--- src/rtl/dma_burst_gen.sv ---
// DMA burst generator: splits one descriptor into bus requests. Each burst is capped by
// max_burst and, in INCR mode, by the next 4 KB page; FIXED bursts are also capped at 16 beats.
module dma_burst_gen #(
   parameter int ADDR_WIDTH  = 32,
   parameter int DATA_WIDTH  = 32,
   parameter int BYTES_WIDTH = 32,
   localparam int BPB = DATA_WIDTH / 8,
   localparam int SZ  = $clog2(BPB)
) (
   input  logic                   clk,
   input  logic                   rst,
   input  logic                   start_i,
   input  logic [ADDR_WIDTH-1:0]  addr_i,
   input  logic [BYTES_WIDTH-1:0] num_bytes_i,
   input  logic                   mode_i,
   input  logic [7:0]             max_burst_i,
   input  logic                   abort_i,
   output logic                   req_valid_o,
   input  logic                   req_ready_i,
   output logic [ADDR_WIDTH-1:0]  req_addr_o,
   output logic [7:0]             req_alen_o,
   output logic [2:0]             req_size_o,
   output logic [BPB-1:0]         req_strb_o,
   output logic                   req_mode_o,
   output logic                   busy_o,
   output logic                   done_o,
   output logic                   err_o,
   output logic                   aborted_o,
   output logic [1:0]             dbg_state_o
);

   localparam int CW = (BYTES_WIDTH > 13) ? BYTES_WIDTH : 13;

   typedef enum logic [1:0] {S_IDLE = 2'd0, S_CALC = 2'd1, S_REQ = 2'd2, S_DONE = 2'd3} state_t;
   state_t state, state_nxt;

   logic [ADDR_WIDTH-1:0]  addr_q;
   logic [BYTES_WIDTH-1:0] rem_q;
   logic                   mode_q;
   logic [7:0]             max_q;
   logic                   abort_q;
   logic                   err_q;
   logic [7:0]             alen_q;
   logic [BPB-1:0]         strb_q;
   logic [8:0]             beats_q;
   logic                   last_q;

   logic [BYTES_WIDTH-1:0] rem_beats;
   logic [12:0]            bnd_beats;
   logic [8:0]             max_beats;
   logic [12:0]            limit;
   logic [12:0]            cap;
   logic                   last;
   logic [8:0]             beats;
   logic [BPB-1:0]         strb;
   logic                   misaligned;
   logic                   abort_eff;

   // Shift-then-round keeps the beat count from overflowing at the largest byte count.
   always_comb begin
      rem_beats = (rem_q >> SZ) + BYTES_WIDTH'(rem_q[SZ-1:0] != '0);
      bnd_beats = (13'd4096 - {1'b0, addr_q[11:0]}) >> SZ;
      max_beats = {1'b0, max_q} + 9'd1;
      limit     = mode_q ? 13'd16 : bnd_beats;
      cap       = ({4'b0, max_beats} < limit) ? {4'b0, max_beats} : limit;
      last      = CW'(rem_beats) <= CW'(cap);
      beats     = last ? rem_beats[8:0] : cap[8:0];
      strb      = '1;
      if (last && (rem_q[SZ-1:0] != '0))
         strb = (BPB'(1) << rem_q[SZ-1:0]) - BPB'(1);
   end

   assign misaligned = addr_q[SZ-1:0] != '0;
   assign abort_eff  = abort_q | abort_i;

   // req_valid_o is high only in REQ and stays high, with every req_* field frozen,
   // until req_ready_i is seen high at a rising clock edge; that edge is the handshake.
   always_comb begin
      state_nxt = state;
      case (state)
         S_IDLE: if (start_i) state_nxt = S_CALC;
         S_CALC: state_nxt = (abort_eff || misaligned || rem_q == '0) ? S_DONE : S_REQ;
         S_REQ:  if (req_ready_i) state_nxt = abort_eff ? S_DONE : S_CALC;
         S_DONE: state_nxt = S_IDLE;
         default: state_nxt = S_IDLE;
      endcase
   end

   always_ff @(posedge clk or negedge rst) begin
      if (!rst) begin
         state   <= S_IDLE;
         addr_q  <= '0;
         rem_q   <= '0;
         mode_q  <= 1'b0;
         max_q   <= '0;
         abort_q <= 1'b0;
         err_q   <= 1'b0;
         alen_q  <= '0;
         strb_q  <= '0;
         beats_q <= '0;
         last_q  <= 1'b0;
      end else begin
         state <= state_nxt;
         if (state != S_IDLE && abort_i) abort_q <= 1'b1;
         case (state)
            S_IDLE: if (start_i) begin
               addr_q  <= addr_i;
               rem_q   <= num_bytes_i;
               mode_q  <= mode_i;
               max_q   <= max_burst_i;
               abort_q <= 1'b0;
               err_q   <= 1'b0;
            end
            S_CALC: begin
               if (misaligned) err_q <= 1'b1;
               if (state_nxt == S_REQ) begin
                  alen_q  <= 8'(beats - 9'd1);
                  strb_q  <= strb;
                  beats_q <= beats;
                  last_q  <= last;
               end
            end
            S_REQ: if (req_ready_i) begin
               rem_q <= last_q ? '0 : rem_q - (BYTES_WIDTH'(beats_q) << SZ);
               if (!mode_q) addr_q <= addr_q + (ADDR_WIDTH'(beats_q) << SZ);
            end
            default: ;
         endcase
      end
   end

   assign req_valid_o = state == S_REQ;
   assign req_addr_o  = addr_q;
   assign req_alen_o  = alen_q;
   assign req_size_o  = 3'(SZ);
   assign req_strb_o  = strb_q;
   assign req_mode_o  = mode_q;
   assign busy_o      = state != S_IDLE;
   assign done_o      = state == S_DONE;
   assign err_o       = done_o & err_q;
   assign aborted_o   = done_o & abort_q;
   assign dbg_state_o = state;

endmodule

--- config.mk ---
export PLATFORM = sky130hd
export DESIGN_NAME = dma_burst_gen
export DESIGN_NICKNAME = d
export VERILOG_FILES = /design/src/rtl/dma_burst_gen.sv
export SDC_FILE = /design/constraint.sdc
export NUM_CORES = 1
export LEC_CHECK = 0
export CAP_MARGIN = 20
export CORE_MARGIN = 2
export CORE_UTILIZATION = 59
export DETAILED_ROUTE_END_ITERATION = 7
export GPL_TIMING_DRIVEN = 0
export PLACE_DENSITY = 0.88
export SYNTH_ARGS = -nofsm -noshare
export SYNTH_HDL_FRONTEND = slang
export SYNTH_SLANG_ARGS = --single-unit
export TNS_END_PERCENT = 10
--- constraint.sdc ---
create_clock -name clk -period 11.2 [get_ports clk]
set_clock_uncertainty 0.2 [all_clocks]
set_input_delay 2.24 -clock clk [delete_from_list [all_inputs] [get_ports clk]]
set_output_delay 2.24 -clock clk [all_outputs]
set_load 0.05 [all_outputs]
# [Word-level counts from Yosys, hierarchy flattened]
# Index checks and enable logic that the tools add are counted.
[op_classes] addsub=7 n_lt_le_gt_ge=2 n_eq_ne=8 shift=1 mux=23 n_bitwise=3 n_reduce_logical=16
[op_table] cell="$mux W32" count=6
[op_table] cell="$pmux W32 S2" count=2
[op_table] cell="$add A32 B11 Y32" count=1
[op_table] cell="$logic_not A32 Y1" count=1
[op_table] cell="$sub A32 B11 Y32" count=1
[op_table] cell="$add A30 B1 Y31" count=1
[op_table] cell="$le A31 B11 Y1" count=1
[op_table] cell="$mux W11" count=2
[op_table] cell="$sub A13 B12 Y13 const A" count=1
[op_table] cell="$lt A9 B11 Y1" count=1
[op_table] cell="$reduce_bool A2 Y1" count=5
[op_table] cell="$add A8 B1 Y9 const B" count=1
[op_table] cell="$mux W9" count=1
[op_table] cell="$pmux W2 S4" count=1
[op_table] cell="$sub A8 B1 Y8 const B" count=1
[op_table] cell="$eq A2 B2 Y1 const B" count=3
[op_table] cell="$mux W1" count=6
[op_table] cell="$mux W2" count=3
[op_table] cell="$ne A2 B2 Y1 const B" count=3
[op_table] cell="$reduce_and A3 Y1" count=2
[op_table] cell="$mux W4" count=1
[op_table] cell="$reduce_and A2 Y1" count=2
[op_table] cell="$reduce_and A4 Y1" count=1
[op_table] cell="$shl A1 B2 Y4 const A" count=1
[op_table] cell="9 further kinds" count=12
[totals] reg_bits=99 inputBits=78 elab_cells=71

# [Longest topological paths before layout]
# Gate-level depths: netlist of run 1.
[logic_depth] depth_word=7 mapped_depth=29 depth_no_buf=27

# [Least setup slack after synthesis of run 1]
# No wires, ideal clock.
[synth_path] path_kind="register -> register" from="register addr_q[3], in the netlist req_addr_o[3]" to="register alen_q[4], in the netlist req_alen_o[4]" setup_time_ps=121 arrival_ps=5974 setup_slack_ps=4905 stages_incl_launch_ff=28 path_buffers=2 period_less_slack_ps=6295 cell_sequence="dfrtp_1 or4_1 nor3b_1 xnor2_1 nand2b_1 ha_1 nand4_1 nor3_1 o41ai_1 a31oi_1 clkbuf_1 nand2_1 o21ai_0 ha_1 a21o_1 a21oi_1 o2111ai_1 a21oi_1 nand4_1 and4bb_2 buf_4 mux2i_1 ha_1 inv_1 or3_1 xnor2_1 a21oi_1 a22o_1"
[synth_between] elab_chain_len=7
[synth_lines] element="start: declaration" line_no="37" rtl="logic [ADDR_WIDTH-1:0] addr_q;"
[synth_lines] element="start signal: assignment" line_no="107" rtl="addr_q <= addr_i;"
[synth_lines] element="start signal: assignment" line_no="125" rtl="if (!mode_q) addr_q <= addr_q + (ADDR_WIDTH'(beats_q) << SZ);"
[synth_lines] element="$sub A13 B12 Y13 *" line_no="62" rtl="bnd_beats = (13'd4096 - {1'b0, addr_q[11:0]}) >> SZ;"
[synth_lines] element="$mux W11 *" line_no="64" rtl="limit = mode_q ? 13'd16 : bnd_beats;"
[synth_lines] element="$lt A9 B11 Y1" line_no="65" rtl="cap = ({4'b0, max_beats} < limit) ? {4'b0, max_beats} : limit;"
[synth_lines] element="$mux W11 *" line_no="65"
[synth_lines] element="$le A31 B11 Y1" line_no="66" rtl="last = CW'(rem_beats) <= CW'(cap);"
[synth_lines] element="$mux W9 *" line_no="67" rtl="beats = last ? rem_beats[8:0] : cap[8:0];"
[synth_lines] element="$sub A8 B1 Y8 *" line_no="117" rtl="alen_q <= 8'(beats - 9'd1);"
[synth_lines] element="end signal: assignment" line_no="117"
[synth_lines] element="end: declaration" line_no="43" rtl="logic [7:0] alen_q;"
# Every way passes the cells marked *; elsewhere a longest branch is shown, timed or not.
# A chain may end at the register's enable or synchronous reset.

# [Final worst setup path of run 1]
[layout_path] from="register addr_q[3], in the netlist req_addr_o[3]" to="register alen_q[6], in the netlist req_alen_o[6]"
# The elaborated chain is that of the path after synthesis.

==> flow_results.xml, run 1 <==
<?xml version="1.0" encoding="UTF-8"?>
<metrics>
  <group name="detailed_routing">
    <metric name="post_drt_via_cell_ratio" unit="">6.34</metric>
    <metric name="wire_per_inst" unit="um">19.3</metric>
    <metric name="drt_pass1_iterations" unit="">5</metric>
    <metric name="ant_nets" unit="">0</metric>
    <metric name="drc" unit="">0</metric>
    <metric name="drt-total-wl" unit="mm">24.8</metric>
    <metric name="dr_total_vias" unit="">8152</metric>
    <metric name="drt_iter0_drc" unit="">878</metric>
  </group>
  <group name="cts">
    <metric name="numClockSinks" unit="">99</metric>
    <metric name="post-cts-setup-buffers" unit="">0</metric>
    <metric name="cts_hold_repair.buffers" unit="">0</metric>
    <metric name="clock_tree.buffer_depth" unit="">2</metric>
    <metric name="clock_tree.root_cell" unit="">clkbuf_16</metric>
    <metric name="cts_tree" unit="">yes</metric>
    <metric name="cts_resized" unit="">0</metric>
    <metric name="cts.clk_slew.worst_paths" unit="ns">0.07</metric>
    <metric name="h_tree_level_count" unit="">3</metric>
    <metric name="worstSkewPairLatency" unit="ns">0.37</metric>
    <metric name="cts_inserted_buffers" unit="">9</metric>
  </group>
  <group name="logic_synthesis">
    <metric name="postSynthRegisterBits" unit="">99</metric>
    <metric name="async_flop_share" unit="">1.00</metric>
    <metric name="post-synth-top-area-cell" unit="">dfrtp_1</metric>
    <metric name="synth_cell_types" unit="">74</metric>
    <metric name="synth_top_cell_area_share" unit="">0.322</metric>
    <metric name="synth-seq-area-share" unit="">0.322</metric>
    <metric name="ys_dominant_reg_cell" unit="">dfrtp_1</metric>
    <metric name="ys_warn_count" unit="">0</metric>
    <metric name="synth_enable_flop_cells" unit="">0</metric>
    <metric name="synth_area_per_cell" unit="um^2">7.98</metric>
    <metric name="postSynthCellCount" unit="">964</metric>
    <metric name="post_synth_instance_area" unit="um^2">7690</metric>
    <metric name="post_synth_main_area_contributors" unit="">dfrtp_1 32%, ha_1 6.7%, nand2_1 6.1%</metric>
  </group>
  <group name="die">
    <metric name="core" unit="um^2">12700</metric>
    <metric name="die-height" unit="um">118</metric>
    <metric name="effective_utilization_at_floorplan" unit="">0.607</metric>
    <metric name="die_w" unit="um">118</metric>
    <metric name="design.die.area" unit="um^2">14000</metric>
    <metric name="num_io_pins" unit="">133</metric>
    <metric name="num_rows" unit="">41</metric>
  </group>
  <group name="sta">
    <metric name="timing.setup.tns" unit="ns">0</metric>
    <metric name="drv_slew" unit="">0</metric>
    <metric name="worstMarginPinSlew" unit="ns">1.11</metric>
    <metric name="finalWorstSetupSlack" unit="ns">3.90</metric>
    <metric name="setup_violations" unit="">0</metric>
    <metric name="period_minus_slack" unit="ns">7.30</metric>
    <metric name="hold_viol" unit="">0</metric>
    <metric name="hold_ws" unit="ns">0.276</metric>
    <metric name="rsz0062_at_grt" unit="">no</metric>
    <metric name="highest_clock_rate" unit="MHz">137</metric>
    <metric name="final.period_utilization" unit="">0.652</metric>
    <metric name="worst_slew_margin_rel" unit="">0.256</metric>
  </group>
  <group name="setup_path">
    <metric name="critical_path.slowest_cell" unit="">nor4_2</metric>
    <metric name="timing.critical_path.arrival" unit="ns">7.35</metric>
    <metric name="crit_family" unit="">simple AND/OR/NAND/NOR gates</metric>
    <metric name="criticalPathCategory" unit="">flip-flop to flip-flop</metric>
    <metric name="path_max_fanout" unit="">10</metric>
    <metric name="max_stage_delay" unit="ns">0.65</metric>
    <metric name="crit_buf_inv" unit="">4</metric>
    <metric name="endpoint_kind" unit="">flip-flop</metric>
    <metric name="path_common_cell" unit="">ha_1</metric>
    <metric name="start_kind" unit="">flip-flop</metric>
    <metric name="required" unit="ns">11.24</metric>
  </group>
  <group name="finish">
    <metric name="drive_gt1_frac" unit="">0.0494</metric>
    <metric name="final-instance-count-excl-fill" unit="">1286</metric>
    <metric name="numnets_final" unit="">1230</metric>
    <metric name="num_antenna_cells" unit="">0</metric>
    <metric name="n_fill_cell" unit="">959</metric>
    <metric name="area_growth_syn_to_layout" unit="%">23.8</metric>
  </group>
  <group name="grt">
    <metric name="first_global_vias" unit="">7636</metric>
    <metric name="grt_max_degree" unit="">65</metric>
    <metric name="grt_total_ovfl" unit="">0</metric>
    <metric name="grt_antenna_before_repair" unit="">0</metric>
    <metric name="gr-usage-all-layers" unit="">0.354</metric>
    <metric name="grt_first_pass_wirelength" unit="mm">39.1</metric>
  </group>
  <group name="placement">
    <metric name="port_buffers" unit="">129</metric>
    <metric name="dp.cells" unit="">1269</metric>
    <metric name="gp_routability_congestion" unit="">0.996</metric>
    <metric name="dp_hpwl" unit="mm">18.4</metric>
    <metric name="pre_cts_slack" unit="ns">4.08</metric>
  </group>
  <group name="pwr">
    <metric name="powerDensity" unit="nW/um^2">353</metric>
    <metric name="leakage" unit="nW">3.90</metric>
    <metric name="vdd_drop_max" unit="mV">0.240</metric>
  </group>
  <group name="hold_path">
    <metric name="timing.hold.worst.class" unit="">flip-flop to flip-flop</metric>
  </group>
  <group name="status">
    <metric name="run_status" unit="">finished, final reports clean</metric>
  </group>
  <group name="job">
    <metric name="max_cap_violations" unit="">0</metric>
  </group>
</metrics>
final cells by class:
class,count,area (um^2),share of cell area
Multi-Input combinational cell,771,4820,0.506
Sequential cell,99,2480,0.260
Timing Repair Buffer,131,1320,0.139
Buffer,55,254,0.0267
Clock buffer,11,253,0.0265
Tap cell,172,215,0.0226
Inverter,42,158,0.0166
Clock inverter,5,27.5,0.00289
sequential cells by signal, indices dropped and copies added (netlist names):
name         count
abort_q          1
beats_q          9
dbg_state_o      2
err_q            1
last_q           1
max_q            8
rem_q           32
req_addr_o      32
req_alen_o       8
req_mode_o       1
req_strb_o       4
kinds of logic (layout without fill, tap and decap cells):
| family | count (synthesis) | count (layout) | synth area share |
|---|---|---|---|
| AND/OR/NAND/NOR | 381 | 381 | 0.249 |
| AO/OA/AOI/OAI | 282 | 282 | 0.231 |
| flip-flops | 99 | 99 | 0.322 |
| buffers and inverters | 97 | 244 | 0.0535 |
| XOR/XNOR | 44 | 44 | 0.0501 |
| adder cells (fa/ha/maj) | 43 | 43 | 0.0719 |
| multiplexers | 16 | 16 | 0.0216 |
| other | 2 | 5 | 0.000976 |
stage by stage:
step | utilization | total power [mW] | cell area [um^2]
2_1_floorplan | - | 2.32 | 7700
3_3_place_gp | 0.727 | 2.94 | 9210
3_5_place_dp | 0.729 | 3.00 | 9240
4_1_cts | 0.751 | 3.32 | 9520
5_1_grt | 0.751 | 3.58 | 9520
6_report | 0.751 | 3.36 | 9520
worst paths after layout:
kind | slack (ns) | end | start | cells past startpoint
setup / recovery | 3.90 | req_alen_o[6]$_DFFE_PN0P_ | req_addr_o[3]$_DFFE_PN0P_ | 27
hold / removal | 0.28 | req_strb_o[2]$_DFFE_PN0P_ | req_strb_o[2]$_DFFE_PN0P_ | 1
setup reg to reg | 3.90 | req_alen_o[6]$_DFFE_PN0P_ | req_addr_o[3]$_DFFE_PN0P_ | 27
hold reg to reg | 0.28 | req_strb_o[2]$_DFFE_PN0P_ | req_strb_o[2]$_DFFE_PN0P_ | 1
max in group asynchronous | 8.47 | beats_q[3]$_DFFE_PN0P_ | rst | 2
min in group asynchronous | 1.64 | max_q[4]$_DFFE_PN0P_ | rst | 1
metal layers:
metal / track usage / vias up / wire [um]
met4: 0.130 / 0 / 690
li1: - / 3808 / -
met2: 0.571 / 436 / 11700
met1: 0.469 / 3845 / 10100
met5: 0 / - / 0
met3: 0.0758 / 63 / 2300
cell usage in the layout (no fill, tap or decap), types with 9 or more instances in the layout:
cell type,count
nand2_1,125
xor2_1,16
and3_1,17
mux2i_1,11
a31oi_1,15
nand4_1,18
a22oi_1,9
clkbuf_1,39
ha_1,41
nand3_1,26
a211oi_1,13
xnor2_1,28
or3_1,18
nor2_1,66
a21oi_1,76
o21ai_0,68
nor4_1,9
clkbuf_16,9
nor3_1,44
dfrtp_1,99
a21o_1,12
clkdlybuf4s50_1,128
o21ai_1,10
inv_1,41
cells in the mapped netlist (all sizes together), types with 18 or more instances:
master and instances:
nor3 46, nand3 26, nand2 126, dfrtp 99, inv 41, nor2 66
xnor2 28, a21oi 76, nand4 18, clkbuf 39, ha 41, or3 19
and3 18, o21ai 78
power by group:
part	total, mW	switching, mW	leakage [nW]	internal [mW]
Clock	0.306	0.145	0.141	0.161
Combinational	2.31	1.47	2.57	0.842
Sequential	0.750	0.220	1.19	0.529
Power figures use the tool's default switching activity.
==> inputs of run 2 (changes only) <==
--- a/config.mk
+++ b/config.mk
@@ -7,10 +7,10 @@
 export LEC_CHECK = 0
 export CAP_MARGIN = 20
 export CORE_MARGIN = 2
-export CORE_UTILIZATION = 59
+export CORE_UTILIZATION = 54
 export DETAILED_ROUTE_END_ITERATION = 7
 export GPL_TIMING_DRIVEN = 0
-export PLACE_DENSITY = 0.88
+export PLACE_DENSITY = 0.81
 export SYNTH_ARGS = -nofsm -noshare
 export SYNTH_HDL_FRONTEND = slang
 export SYNTH_SLANG_ARGS = --single-unit
==> constraint.sdc (replaced) <==
create_clock -name clk -period 7 [get_ports clk]
set_clock_uncertainty 0.2 [all_clocks]
set_input_delay 1.4 -clock clk [delete_from_list [all_inputs] [get_ports clk]]
set_output_delay 1.4 -clock clk [all_outputs]
set_load 0.05 [all_outputs]
==> flow_results.xml, run 2 (same netlist as run 1, synthesis figures left out) <==
<?xml version="1.0" encoding="UTF-8"?>
<metrics>
  <group name="setup_path">
    <metric name="endpoint_kind" unit="">flip-flop</metric>
    <metric name="reg2reg_setup_slack" unit="ns">0.36</metric>
    <metric name="critical_path.slowest_cell" unit="">dfrtp_1</metric>
    <metric name="crit_family" unit="">simple AND/OR/NAND/NOR gates</metric>
    <metric name="required" unit="ns">7.03</metric>
    <metric name="timing.critical_path.arrival" unit="ns">6.67</metric>
    <metric name="path_common_cell" unit="">o21ai_0</metric>
    <metric name="reg2reg_from" unit="">req_addr_o[3]$_DFFE_PN0P_</metric>
    <metric name="path_max_fanout" unit="">10</metric>
    <metric name="first_element_of_the_critical_path" unit="">req_addr_o[3]$_DFFE_PN0P_</metric>
    <metric name="max_stage_delay" unit="ns">0.49</metric>
    <metric name="start_kind" unit="">flip-flop</metric>
    <metric name="criticalPathCategory" unit="">flip-flop to flip-flop</metric>
    <metric name="crit_buf_inv" unit="">4</metric>
  </group>
  <group name="sta">
    <metric name="rsz0062_at_grt" unit="">no</metric>
    <metric name="setup_violations" unit="">0</metric>
    <metric name="final.period_utilization" unit="">0.948</metric>
    <metric name="finalWorstSetupSlack" unit="ns">0.364</metric>
    <metric name="hold_viol" unit="">0</metric>
    <metric name="worst_slew_margin_rel" unit="">0.228</metric>
    <metric name="drv_slew" unit="">0</metric>
    <metric name="worstMarginPinSlew" unit="ns">1.15</metric>
    <metric name="hold_ws" unit="ns">0.277</metric>
    <metric name="period_minus_slack" unit="ns">6.64</metric>
    <metric name="highest_clock_rate" unit="MHz">151</metric>
  </group>
  <group name="detailed_routing">
    <metric name="post_drt_via_cell_ratio" unit="">6.30</metric>
    <metric name="dr_total_vias" unit="">8147</metric>
    <metric name="drt_pass1_iterations" unit="">5</metric>
    <metric name="drt_iter0_drc" unit="">862</metric>
    <metric name="drc" unit="">0</metric>
    <metric name="drt-total-wl" unit="mm">24.9</metric>
    <metric name="wire_per_inst" unit="um">19.3</metric>
    <metric name="ant_nets" unit="">0</metric>
  </group>
  <group name="cts">
    <metric name="clock_tree.root_cell" unit="">clkbuf_16</metric>
    <metric name="worstSkewPairLatency" unit="ns">0.36</metric>
    <metric name="cts.clk_slew.worst_paths" unit="ns">0.07</metric>
    <metric name="numClockSinks" unit="">99</metric>
    <metric name="cts_tree" unit="">yes</metric>
    <metric name="cts_hold_repair.buffers" unit="">0</metric>
    <metric name="cts_inserted_buffers" unit="">9</metric>
    <metric name="clock_tree.buffer_depth" unit="">2</metric>
    <metric name="post-cts-setup-buffers" unit="">0</metric>
    <metric name="h_tree_level_count" unit="">3</metric>
  </group>
  <group name="placement">
    <metric name="dp_hpwl" unit="mm">18.3</metric>
    <metric name="gp_routability_congestion" unit="">0.946</metric>
    <metric name="dp.cells" unit="">1277</metric>
    <metric name="pre_cts_slack" unit="ns">-0.0880</metric>
    <metric name="placed_area" unit="um^2">9250</metric>
    <metric name="port_buffers" unit="">129</metric>
  </group>
  <group name="finish">
    <metric name="area_growth_syn_to_layout" unit="%">25.1</metric>
    <metric name="area_of_combinational_cells_with_multiple_inputs" unit="um^2">4880</metric>
    <metric name="layout_common_cells" unit="">128 x clkdlybuf4s50_1, 125 x nand2_1, 99 x dfrtp_1</metric>
    <metric name="num_antenna_cells" unit="">0</metric>
    <metric name="layout_commonest_cell" unit="">clkdlybuf4s50_1</metric>
    <metric name="fin_area" unit="um^2">9630</metric>
    <metric name="fin_util" unit="">0.694</metric>
    <metric name="drive_gt1_frac" unit="">0.0566</metric>
    <metric name="numnets_final" unit="">1229</metric>
    <metric name="final-instance-count-excl-fill" unit="">1293</metric>
    <metric name="n_fill_cell" unit="">1174</metric>
    <metric name="regArea" unit="um^2">2480</metric>
  </group>
  <group name="die">
    <metric name="die_w" unit="um">123</metric>
    <metric name="design.die.area" unit="um^2">15200</metric>
    <metric name="num_rows" unit="">43</metric>
    <metric name="num_io_pins" unit="">133</metric>
    <metric name="effective_utilization_at_floorplan" unit="">0.554</metric>
    <metric name="die-height" unit="um">123</metric>
    <metric name="core" unit="um^2">13900</metric>
  </group>
  <group name="hold_path">
    <metric name="timing.hold.worst.class" unit="">flip-flop to flip-flop</metric>
    <metric name="hold_path_startpoint" unit="">req_alen_o[6]$_DFFE_PN0P_</metric>
  </group>
  <group name="pwr">
    <metric name="vdd_drop_max" unit="mV">0.324</metric>
    <metric name="sequentialPowerShare" unit="">0.220</metric>
    <metric name="power_frac_clock" unit="">0.099</metric>
    <metric name="intPower" unit="mW">2.54</metric>
    <metric name="leakage" unit="nW">3.92</metric>
    <metric name="netSwitchingFraction" unit="">0.537</metric>
    <metric name="share_comb_of_total_power" unit="">0.682</metric>
    <metric name="powerDensity" unit="nW/um^2">569</metric>
    <metric name="p_sw" unit="mW">2.94</metric>
  </group>
  <group name="grt">
    <metric name="grt_total_ovfl" unit="">0</metric>
    <metric name="grt_antenna_before_repair" unit="">0</metric>
    <metric name="gr-usage-all-layers" unit="">0.333</metric>
    <metric name="grt_max_degree" unit="">70</metric>
    <metric name="grt_first_pass_wirelength" unit="mm">39.1</metric>
    <metric name="first_global_vias" unit="">7500</metric>
  </group>
  <group name="status">
    <metric name="run_status" unit="">finished, final reports clean</metric>
  </group>
  <group name="job">
    <metric name="max_cap_violations" unit="">0</metric>
  </group>
</metrics>
## run 2: cell count changes in the layout (fill, tap and decap cells not counted), sizes merged
| cell | delta |
|---|---|
| clkinv | -4 |
| clkbuf | +2 |
| buf | -1 |
| bufinv | +1 |
| clkinvlp | +1 |
## run 2: area by class of cell
class,count,area share
multi-input cells,771,0.507
inverters,42,0.0164
well taps,180,0.0234
clock inverters,3,0.00468
repair buffers,130,0.137
plain buffers,55,0.0269
flip-flops and latches,99,0.257
clock buffers,13,0.0281
## run 2: metrics by stage
stage | setup TNS [ns] | total power [mW]
floorplan | 0 | 3.71
global placement | -0.0484 | 4.72
detailed placement | -0.162 | 4.79
CTS | 0 | 5.36
global route | 0 | 5.88
finish | 0 | 5.48
## run 2: worst reg2reg max path: cells and delay by family (launching register included)
family	cells	cell delay, ns
AO/OA/AOI/OAI	11	1.81
XOR/XNOR	1	0.16
adder cells (fa/ha/maj)	3	0.87
buffers and inverters	4	0.66
flip-flops	1	0.49
multiplexers	1	0.33
AND/OR/NAND/NOR	8	1.99
## run 2: final timing paths
path | end | depth (start not counted)
min | req_alen_o[6]$_DFFE_PN0P_ | 2
max in group asynchronous | rem_q[25]$_DFFE_PN0P_ | 2
max reg2reg | req_alen_o[6]$_DFFE_PN0P_ | 28
min in group asynchronous | max_q[4]$_DFFE_PN0P_ | 1
min reg2reg | req_alen_o[6]$_DFFE_PN0P_ | 2
max | req_alen_o[6]$_DFFE_PN0P_ | 28
## run 2: routing by layer
layer,GRT usage,up-vias,share of wire
met3,0.0678,57,0.086
met1,0.452,3843,0.42
met5,0,-,0
met2,0.532,437,0.47
met4,0.111,0,0.027
li1,-,3810,-
## run 2: power groups by stage
stage | sequential, mW | clock (mW) | combinational, mW
finish | 1.20 | 0.542 | 3.73
global route | 1.24 | 0.569 | 4.07
CTS | 1.19 | 0.541 | 3.63
detailed placement | 1.19 | 0 | 3.60
global placement | 1.19 | 0 | 3.54
floorplan | 1.55 | 0 | 2.17
## run 2: timing repair
action,in CTS,in global routing
gates resized for setup,4,11
endpoints found under the setup margin,2,2
pin swaps,0,0
